<file path="config.mk">
export PLATFORM = sky130hd
export DESIGN_NAME = wb_arbiter
export DESIGN_NICKNAME = d
export VERILOG_FILES = /design/src/rtl/wb_arbiter.sv
export SDC_FILE = /design/constraint.sdc
export NUM_CORES = 1
export LEC_CHECK = 0
export CORE_MARGIN = 2
export CORE_UTILIZATION = 45
export CTS_BUF_LIST = sky130_fd_sc_hd__clkbuf_4
export CTS_CLUSTER_SIZE = 28
export DETAILED_ROUTE_END_ITERATION = 12
export MAX_ROUTING_LAYER = met4
export PLACE_DENSITY = 0.73
export SYNTH_ARGS = -nofsm -noshare
export SYNTH_HDL_FRONTEND = slang
export SYNTH_SLANG_ARGS = --single-unit
</file>
<file path="constraint.sdc">
create_clock -name clk -period 2.9 [get_ports clk]
set_clock_uncertainty 0.2 [all_clocks]
set_input_delay 0.58 -clock clk [delete_from_list [all_inputs] [get_ports clk]]
set_output_delay 0.58 -clock clk [all_outputs]
set_load 0.02 [all_outputs]
</file>
<file path="src/rtl/wb_arbiter.sv">
// -----------------------------------------------------------------------------
// wb_arbiter
// Register-file write-back arbiter. A single-cycle ALU result that cannot be
// stalled always wins. Long-latency (load/div) results go into a small
// in-order FIFO and drain whenever the ALU leaves the write port free. When
// the FIFO is empty, a long-latency result can be written straight through.
//
// Ports
//   clk, rst             rising-edge clock, synchronous active-high reset
//   alu_valid/wreg/wdata ALU result (wreg 0 = no write)
//   alu_link, alu_pc     jal/jalr link write: r31 <= alu_pc + 8
//   mem_valid/wreg/wdata long-latency result, accepted when mem_ready
//   mem_ready            FIFO has room (depends on current fill level only)
//   RegWrite/wreg/wdata  registered register-file write port
//   busy_mask            one bit per register with a queued pending write
// -----------------------------------------------------------------------------
module wb_arbiter #(
    parameter int DEPTH = 4
) (
    input  logic        clk,
    input  logic        rst,
    input  logic        alu_valid,
    input  logic [4:0]  alu_wreg,
    input  logic [31:0] alu_wdata,
    input  logic        alu_link,
    input  logic [31:0] alu_pc,
    input  logic        mem_valid,
    input  logic [4:0]  mem_wreg,
    input  logic [31:0] mem_wdata,
    output logic        mem_ready,
    output logic        RegWrite,
    output logic [4:0]  wreg,
    output logic [31:0] wdata,
    output logic [31:0] busy_mask
);
    localparam int PW = (DEPTH > 1) ? $clog2(DEPTH) : 1;
    localparam int CW = PW + 1;

    logic [4:0]       r_fifo_wreg  [DEPTH];
    logic [31:0]      r_fifo_wdata [DEPTH];
    logic [DEPTH-1:0] r_fifo_vld;
    logic [PW-1:0]    r_rd_ptr;
    logic [PW-1:0]    r_wr_ptr;
    logic [CW-1:0]    r_count;
    logic             r_we;
    logic [4:0]       r_wreg;
    logic [31:0]      r_wdata;

    logic [4:0]       w_alu_dst;
    logic [31:0]      w_alu_dat;
    logic             w_alu_sel;
    logic             w_empty;
    logic             w_ready;
    logic             w_mem_keep;
    logic             w_pop;
    logic             w_direct;
    logic             w_push;
    logic [31:0]      w_busy;

    assign w_alu_dst = alu_link ? 5'd31 : alu_wreg;
    assign w_alu_dat = alu_link ? (alu_pc + 32'd8) : alu_wdata;
    assign w_alu_sel = alu_valid && (w_alu_dst != 5'd0);

    assign w_empty   = (r_count == '0);
    // No same-cycle pop credit: a full FIFO refuses even while it drains.
    assign w_ready   = (r_count < CW'(DEPTH)) && !rst;

    // Accepted results to r0 are consumed here and never reach the FIFO.
    assign w_mem_keep = mem_valid && w_ready && (mem_wreg != 5'd0);
    assign w_pop      = !w_alu_sel && !w_empty;
    // Bypass only with an empty FIFO so nothing overtakes an older entry.
    assign w_direct   = !w_alu_sel && w_empty && w_mem_keep;
    assign w_push     = w_mem_keep && !w_direct;

    always_comb begin
        w_busy = '0;
        for (int i = 0; i < DEPTH; i++) begin
            if (r_fifo_vld[i]) begin
                w_busy[r_fifo_wreg[i]] = 1'b1;
            end
        end
        w_busy[0] = 1'b0;
        if (rst) begin
            w_busy = '0;
        end
    end

    always_ff @(posedge clk) begin
        if (rst) begin
            r_we       <= 1'b0;
            r_wreg     <= '0;
            r_wdata    <= '0;
            r_count    <= '0;
            r_rd_ptr   <= '0;
            r_wr_ptr   <= '0;
            r_fifo_vld <= '0;
        end else begin
            r_we <= w_alu_sel || w_pop || w_direct;

            if (w_alu_sel) begin
                r_wreg  <= w_alu_dst;
                r_wdata <= w_alu_dat;
            end else if (w_pop) begin
                r_wreg  <= r_fifo_wreg[r_rd_ptr];
                r_wdata <= r_fifo_wdata[r_rd_ptr];
            end else if (w_direct) begin
                r_wreg  <= mem_wreg;
                r_wdata <= mem_wdata;
            end

            if (w_pop) begin
                r_fifo_vld[r_rd_ptr] <= 1'b0;
                r_rd_ptr             <= r_rd_ptr + PW'(1);
            end

            // Push can never land on the slot being popped: that would need
            // a full FIFO, and a full FIFO does not accept.
            if (w_push) begin
                r_fifo_wreg[r_wr_ptr]  <= mem_wreg;
                r_fifo_wdata[r_wr_ptr] <= mem_wdata;
                r_fifo_vld[r_wr_ptr]   <= 1'b1;
                r_wr_ptr               <= r_wr_ptr + PW'(1);
            end

            case ({w_push, w_pop})
                2'b10:   r_count <= r_count + CW'(1);
                2'b01:   r_count <= r_count - CW'(1);
                default: r_count <= r_count;
            endcase
        end
    end

    assign mem_ready = w_ready;
    assign RegWrite  = r_we;
    assign wreg      = r_wreg;
    assign wdata     = r_wdata;
    assign busy_mask = w_busy;

endmodule

</file>
# Word level (Yosys, flattened, before mapping)
# Memory sizes are Yosys's and may differ from the RTL's. A register that Yosys moved wholly into a read port is not among the register bits.
# Index checks and enable logic that the tools add are counted.
totals:
  reg_bits: 49
  latch_bits: 0
  ramBits: 148
  mem_bits_ro: 0
  inputBits: 111
  output_inout_bits: 71
  word_cells: 96
  mem_count: 2
mem_list:
  columns: ["name", "words", "word_bits", "read_ports", "rd_ports_with_merged_regs", "wr", "line_no", "source"]
  rows:
  - ["r_fifo_wdata", 4, 32, 1, 1, 1, "40", "logic [31:0] r_fifo_wdata [DEPTH];"]
  - ["r_fifo_wreg", 4, 5, 5, 1, 1, "39", "logic [4:0] r_fifo_wreg [DEPTH];"]
op_classes:
  add_sub_neg: 5
  multipliers: 0
  n_div: 0
  magnitude_cmp: 13
  eq_ne: 2
  shift: 0
  mux: 36
  n_bitwise: 6
  reduce_logical: 25
op_table:
  columns: ["op", "n"]
  rows:
  - ["$mux W32", 9]
  - ["$or A32 B32 Y32", 3]
  - ["$add A32 B4 Y32 const B", 1]
  - ["$lt A5 B6 Y1 const B", 4]
  - ["$demux W1 S5", 4]
  - ["$ge A5 B1 Y1 const B", 4]
  - ["$mux W5", 4]
  - ["$logic_and A1 B1 Y1", 14]
  - ["$mux W4", 3]
  - ["$reduce_bool A5 Y1", 2]
  - ["$mux W1", 9]
  - ["$mux W2", 4]
  - ["$lt A2 B3 Y1 const B", 2]
  - ["$pmux W3 S2", 1]
  - ["$add A2 B1 Y2 const B", 2]
  - ["$and A4 B4 Y4", 1]
  - ["$demux W1 S2", 2]
  - ["$ge A2 B1 Y1 const B", 2]
  - ["$logic_not A1 Y1", 4]
  - ["$not A4 Y4", 1]
  - ["$or A4 B4 Y4", 1]
  - ["$add A3 B1 Y3 const B", 1]
  - ["$logic_not A3 Y1", 1]
  - ["$lt A3 B3 Y1 const B", 1]
  - ["6 further kinds", 7]

# Logic depth before layout (Yosys ltp)
# Gate-level depths: netlist of run 1.
depth:
  ltp_word: 12
  ltp_mapped: 10
  mapped_depth_nobuf: 9

# Worst setup path before layout of run 1
# No wires, ideal clock.
synth_path:
  path_kind: "in2reg"
  startpoint: "input rst"
  endpoint: "memory r_fifo_wdata[1][0] (enable)"
  arrival_time_ns: 2.505
  slack_ns: -0.203
  cell_stages: 5
  n_path_buf: 1
  cell_sequence: "nor2_1 > o211ai_2 > buf_6 > nor2_1 > and2_1"
synth_between:
  elab_chain_len: 10
synth_rtl:
  columns: ["item", "line_no", "source"]
  rows:
  - ["start, declared", "21", "input logic rst,"]
  - ["$logic_not A1 Y1", "66", "assign w_ready = (r_count < CW'(DEPTH)) && !rst;"]
  - ["$logic_and A1 B1 Y1", "66", null]
  - ["$logic_and A1 B1 Y1 (2 in series)", "69", "assign w_mem_keep = mem_valid && w_ready && (mem_wreg != 5'd0);"]
  - ["$logic_and A1 B1 Y1", "72", "assign w_direct = !w_alu_sel && w_empty && w_mem_keep;"]
  - ["$logic_not A1 Y1", "73", "assign w_push = w_mem_keep && !w_direct;"]
  - ["$logic_and A1 B1 Y1", "73", null]
  - ["$mux W1", "118", "if (w_push) begin"]
  - ["$mux W1 (*)", "89", "if (rst) begin"]
  - ["$mux W1 (implied by the code) (*)", "120", "r_fifo_wdata[r_wr_ptr] <= mem_wdata;"]
  - ["end, declared", "40", null]
# Mark *: on every way between the ends. The rest lies on a longest branch, timed or not.

==> out/qor.csv, run 1 <==
metric,value,unit
Crit path arrival time,2140,ps
Cell Rows,54,
first-pass GRT wire length,47.7,mm
Die Y,153,µm
synth cell count leaders,"edfxtp_1 (148), nor2_1 (64), nand2_1 (61)",
insertion delay to the later sink of the worst-skew pair,580,ps
post-layout util,61.5,%
final worst path period need,2920,ps
CTS Hold Bufs,0,
# IOs,182,
Switching Fraction,30.6,%
Post-synth EDFFs,148,
initial core utilization,45.8,%
initial antenna violation count,1,
Core ar.,21800,µm²
layout cells sized above 1,28.9,%
RSZ-0062 raised after global routing,yes,
Worst Tran Pin Value,897,ps
CP dominant cell by count,buf_6,
PnR worst setup slack,-19.4,ps
Synth Area per Inst,12.0,µm²
RD Place Congestion,0.955,
DRT Wirelength,30.9,mm
fmax,0.343,GHz
Gate Count Post-Synth,831,
pin count of the biggest net entering global routing,34,
sequential share of the synthesized area,54.6,%
Hold Path Sink,wreg[4],
CP required,2120,ps
Clock Path Buffers,2,
"Largest stage delay, worst path",480,ps
Min-Delay Path Class,reg2reg,
Final Max Tran Viols,0,
internal power,4.47,mW
crit path max fanout,4,
max-cap violations,0,
hold path cells,2,
worst IR drop on VDD,0.300,mV
switching power,1.97,mW
HP Start,wreg[4],
router iterations before antenna repair,5,
most frequent cell after synthesis,edfxtp_1,
WS Path Type,reg2out,
Ys Warns,0,
reg-to-reg startpoint,r_count[2],
setup slack at placement,-233,ps
Lkg Pwr,4.64,nW
clk slew on worst S/H paths,160,ps
DR iter-0 viols,609,
average wire per standard cell,22.0,µm
Seq pwr share,51.8,%
crit path buf inv count,3,
vias in the first global route,8457,
clock share of power,21.4,%
final setup fails,1,
Post-synth ARST share,0,%
Antenna Nets Post-Route,0,
Crit-path slowest cell,edfxtp_1,
drc violations,0,
CP Capture Type,output pin,
Worst Hold Margin,312,ps
CTS Sinks,199,
Clock Root Buffer,clkbuf_4,
area growth from synthesis to layout,34.1,%
HPWL after detailed placement,22.0,mm
R2R depth,9,
worst-path cell chain,buf_6 -> buf_6 -> nor3b_4 -> a22oi_1 -> a21oi_1 -> buf_4,
P per Cell Area,480,nW/µm²
power share of the combinational group,26.8,%
Synth Register Bits,199,
CTS tree,built,
top_reg_cell synth,edfxtp_1,
Total Routing Usage GR,26.9,%
syn_nets,953,
period utilisation layout,101,%
failing checks,negative setup slack,
dominant cells by area after synthesis,"edfxtp_1 (44%), dfxtp_1 (10%), mux4_2 (8.3%), a22oi_1 (4.4%), a21oi_1 (2.4%)",
H-tree levels,4,
r2r setup slk,470,ps
status,finished with violations,
die area,23400,µm²
Die Wd,153,µm
"Distinct cells, synth",70,
count of input and output buffers,180,
slew margin rel.,40.2,%
routed via count,8388,
share of the synthesized area in the top cell type,44.4,%
vias per inst,5.98,
RR Endpoint,r_count[2],
final-stage net count,1230,
final hold vios,0,
startpoint type of the worst setup path,flip-flop,
gr ovfl total,0,
largest area contributor in the netlist,edfxtp_1,
total CTS buffers,17,
"delay-heaviest family, CP",flip-flops,
Mapped Area,10000,µm²
-- power by group through the flow --
stage / Combinational (mW) / Sequential, mW / Clock [mW]
floorplan: 0.828 / 3.46 / 0
global placement: 1.65 / 3.41 / 0
detailed placement: 1.67 / 3.41 / 0
CTS: 1.71 / 3.34 / 1.39
global route: 1.85 / 3.35 / 1.49
finish: 1.72 / 3.34 / 1.38
-- worst max-delay path by stage --
| stage | from | to | slack (ps) | cells after the start |
|---|---|---|---|---|
| floorplan | alu_link | r_count[2] | 30 | 10 |
| global placement | alu_wreg[1] | r_count[2] | -200 | 10 |
| detailed placement | alu_wreg[1] | r_count[2] | -230 | 9 |
| CTS | r_fifo_wreg[2][3] | busy_mask[28] | 0.9 | 6 |
| global route | r_fifo_wreg[2][3] | busy_mask[16] | -90 | 6 |
| finish | r_fifo_wreg[2][3] | busy_mask[16] | -20 | 6 |
-- layout make-up --
type	count	area, µm²
Antenna cell	2	5.00
Clock buffer	18	135
Multi-Input combinational cell	558	4380
Inverter	14	52.6
Timing Repair Buffer	318	2900
Tap cell	280	350
Clock inverter	14	128
Fill cell	1781	8410
Sequential cell	199	5470
-- layout by cell type (no fill, tap or decap), types with 13 or more instances in the layout --
| master | synthesis | layout |
|---|---|---|
| xnor2_1 | 14 | 14 |
| buf_12 | 0 | 13 |
| a21oi_1 | 48 | 43 |
| nand2_1 | 61 | 61 |
| buf_4 | 3 | 133 |
| o21ai_0 | 30 | 29 |
| edfxtp_1 | 148 | 148 |
| dfxtp_1 | 51 | 48 |
| a22oi_1 | 59 | 50 |
| nor3_1 | 26 | 21 |
| clkdlybuf4s50_1 | 0 | 147 |
| clkbuf_4 | 0 | 18 |
| nor2_1 | 64 | 58 |
| nand3_1 | 19 | 19 |
| mux4_2 | 37 | 37 |
| buf_2 | 10 | 18 |
-- state kept, by name, summed over array words and instances, names as in the netlist, named ones only --
signal	flops
wdata	32
r_fifo_wreg	20
wreg	5
r_rd_ptr	2
r_fifo_wdata	128
r_wr_ptr	2
RegWrite	1
r_fifo_vld	4
r_count	3
-- metal layers --
metal / wire [µm] / track usage, %
met5: 0 / -
met4: 877 / 8.69
met3: 2520 / 5.30
met2: 15500 / 44.9
met1: 12100 / 33.1
-- what timing repair did --
item	CTS	global route
endpoints found under the setup margin	31	30
cloned	0	0
pin swaps	5	14
buffers inserted	39	7
resized for setup	148	55
-- metrics by stage --
step	total power, mW	TNS, ps	cells	area, µm²
2_1_floorplan	4.29	0	831	10000
3_3_place_gp	5.06	-4290	1323	12700
6_report	6.44	-19.4	1403	13400
5_1_grt	6.69	-622	1402	13400
3_5_place_dp	5.08	-6490	1323	12700
4_1_cts	6.44	0	1394	13200
-- logic make-up (layout without fill, tap and decap cells) --
logic type                 count (synthesis)  in the layout  share of synthesized area [%]
buffers and inverters                     74            364                           3.93
adders and majority gates                 11             11                           1.45
DFF                                      199            199                           54.6
muxes                                     44             44                           9.03
AOI/OAI and AO/OA                        222            222                           15.5
and+or+nand+nor                          255            255                           13.2
xor gates and xnor gates                  25             25                           2.19
other                                      1              3                         0.0375
-- worst min-delay path: stages (launching register included) --
cell and delay, ps:
dfxtp_1 360, nand2_1 60, a21oi_1 60
Power figures use the tool's default switching activity.
==> run 2, diff against run 1 <==
CORE_MARGIN = 3   (was 2)
CTS_CLUSTER_DIAMETER = 30   (was default)
PLACE_DENSITY = default   (was 0.73)
PLACE_DENSITY_LB_ADDON = 0.1   (was default)
==> run 2 against run 1 <==
  * The run now ends clean
  * Design area is 0.95% lower
  * Flip-flop and latch count stayed put
  * Clock-buffer cell count is 1 lower
  * Via count is 0.67% lower
  * Non-clock buffer count is 21 lower
  * Total power is 1.6% higher
  * Critical path type unchanged
==> out/qor.csv, run 2 (synthesis results as in run 1) <==
metric,value,unit
total CTS buffers,17,
first-pass GRT wire length,46.7,mm
Total Routing Usage GR,26.0,%
H-tree levels,4,
final setup fails,0,
final worst path period need,2850,ps
area growth from synthesis to layout,32.9,%
startpoint type of the worst setup path,flip-flop,
Clock Root Buffer,clkbuf_4,
Crit path arrival time,2070,ps
initial antenna violation count,2,
Seq pwr share,51.0,%
period utilisation layout,98.4,%
Die Y,155,µm
final non-filler cell total,1377,
R2R depth,9,
clk slew on worst S/H paths,170,ps
Switching Fraction,32.4,%
routed via count,8332,
most frequent cells in the layout,"edfxtp_1 (148), clkdlybuf4s50_1 (147), buf_4 (106)",
die area,24000,µm²
post-placement cell count,1300,
Worst Tran Pin Value,862,ps
power share of the combinational group,26.1,%
drc violations,0,
placed cell area,12500,µm²
RSZ-0062 raised after global routing,yes,
worst-path cell chain,buf_4 -> and3_4 -> a22o_1 -> a221oi_2 -> nor2_1 -> buf_2,
count of input and output buffers,180,
slew margin rel.,42.5,%
Final Max Tran Viols,0,
HP Start,wdata[5],
insertion delay to the later sink of the worst-skew pair,600,ps
vias per inst,6.05,
Worst Setup SP,r_fifo_wreg[0][1],
Clock Path Buffers,2,
Antenna Nets Post-Route,0,
internal power,4.43,mW
Cell Rows,53,
Die Wd,155,µm
PnR worst setup slack,47.8,ps
gr ovfl total,0,
average wire per standard cell,22.5,µm
router iterations before antenna repair,7,
RD Place Congestion,0.909,
Worst Hold Margin,289,ps
switching power,2.12,mW
RR Endpoint,r_count[2],
crit path to,busy_mask[27],
"Largest stage delay, worst path",480,ps
CP Capture Type,output pin,
initial core utilization,46.7,%
clock share of power,23.0,%
worst IR drop on VDD,0.253,mV
setup slack at placement,-273,ps
WS Path Type,reg2out,
final hold vios,0,
final-stage net count,1209,
Core ar.,21400,µm²
Pwr Total,6.54,mW
# IOs,182,
Largest Register,r_fifo_wdata,
r2r setup slk,440,ps
pin count of the biggest net entering global routing,44,
P per Cell Area,493,nW/µm²
Min-Delay Path Class,reg2reg,
DRT Wirelength,30.9,mm
vias in the first global route,8111,
post-layout util,62.0,%
status,finished clean,
reg-to-reg startpoint,r_count[0],
fmax,0.351,GHz
max FFs per register,128,
max-cap violations,0,
CP required,2120,ps
"commonest non-fill, non-tap cell in the layout",edfxtp_1,
Crit-path slowest cell,edfxtp_1,
setup tns final,0,ps
hold path cells,2,
CTS Hold Bufs,0,
CTS Sinks,199,
post-route cell area,13300,µm²
CTS tree,built,
HPWL after detailed placement,21.2,mm
crit path max fanout,6,
Lkg Pwr,4.59,nW
DR iter-0 viols,841,
layout cells sized above 1,27.5,%
## run 2: cell types whose count changed in the layout (fill, tap and decap cells not counted), moves of 4 or more
cell,previous run,this run
a22oi_1,50,56
a22oi_2,9,3
buf_4,133,106
clkbuf_2,0,7
clkinvlp_4,5,1
inv_8,2,6
nor3b_1,7,3
nor3b_4,1,8
## run 2: layout make-up
type                            count  area, µm²
Antenna cell                        2       5.00
Clock buffer                       17        128
Clock inverter                     15        166
Fill cell                        1745       8130
Inverter                           14       52.6
Multi-Input combinational cell    558       4420
Sequential cell                   199       5470
Tap cell                          275        344
Timing Repair Buffer              297       2710
## run 2: repair_timing
action / in CTS / in global routing
setup buffers: 32 / 12
setup endpoints to repair: 31 / 31
pin swaps: 2 / 18
gates resized for setup: 140 / 67
## run 2: metal layers
metal | global-route usage (%) | share of wire (%) | vias up
li1 | - | - | 3770
met2 | 40.1 | 47 | 434
met5 | - | 0 | -
met3 | 4.53 | 8.7 | 73
met1 | 35.7 | 42 | 4055
met4 | 7.91 | 2.8 | 0
## run 2: how the worst min path moves through the flow
| stage | slack, ps | endpoint |
|---|---|---|
| 2_1_floorplan | 280 | r_wr_ptr[1] |
| 3_3_place_gp | 240 | wdata[5] |
| 3_5_place_dp | 260 | wdata[5] |
| 4_1_cts | 280 | r_count[0] |
| 5_1_grt | 290 | r_count[0] |
| 6_report | 290 | wdata[5] |
## run 2: critical path: cells and delay by family, from the launching register on
family / cells / cell delay (ps)
flip-flops: 1 / 480
buffers and inverters: 2 / 350
AND/OR/NAND/NOR: 2 / 240
AO/OA/AOI/OAI: 2 / 420
## run 2: power by group through the flow
stage / clock network, mW / registers, mW / logic (mW)
global route: 1.66 / 3.35 / 1.83
finish: 1.50 / 3.34 / 1.71
detailed placement: 0 / 3.40 / 1.65
global placement: 0 / 3.41 / 1.64
CTS: 1.53 / 3.33 / 1.69
floorplan: 0 / 3.46 / 0.828
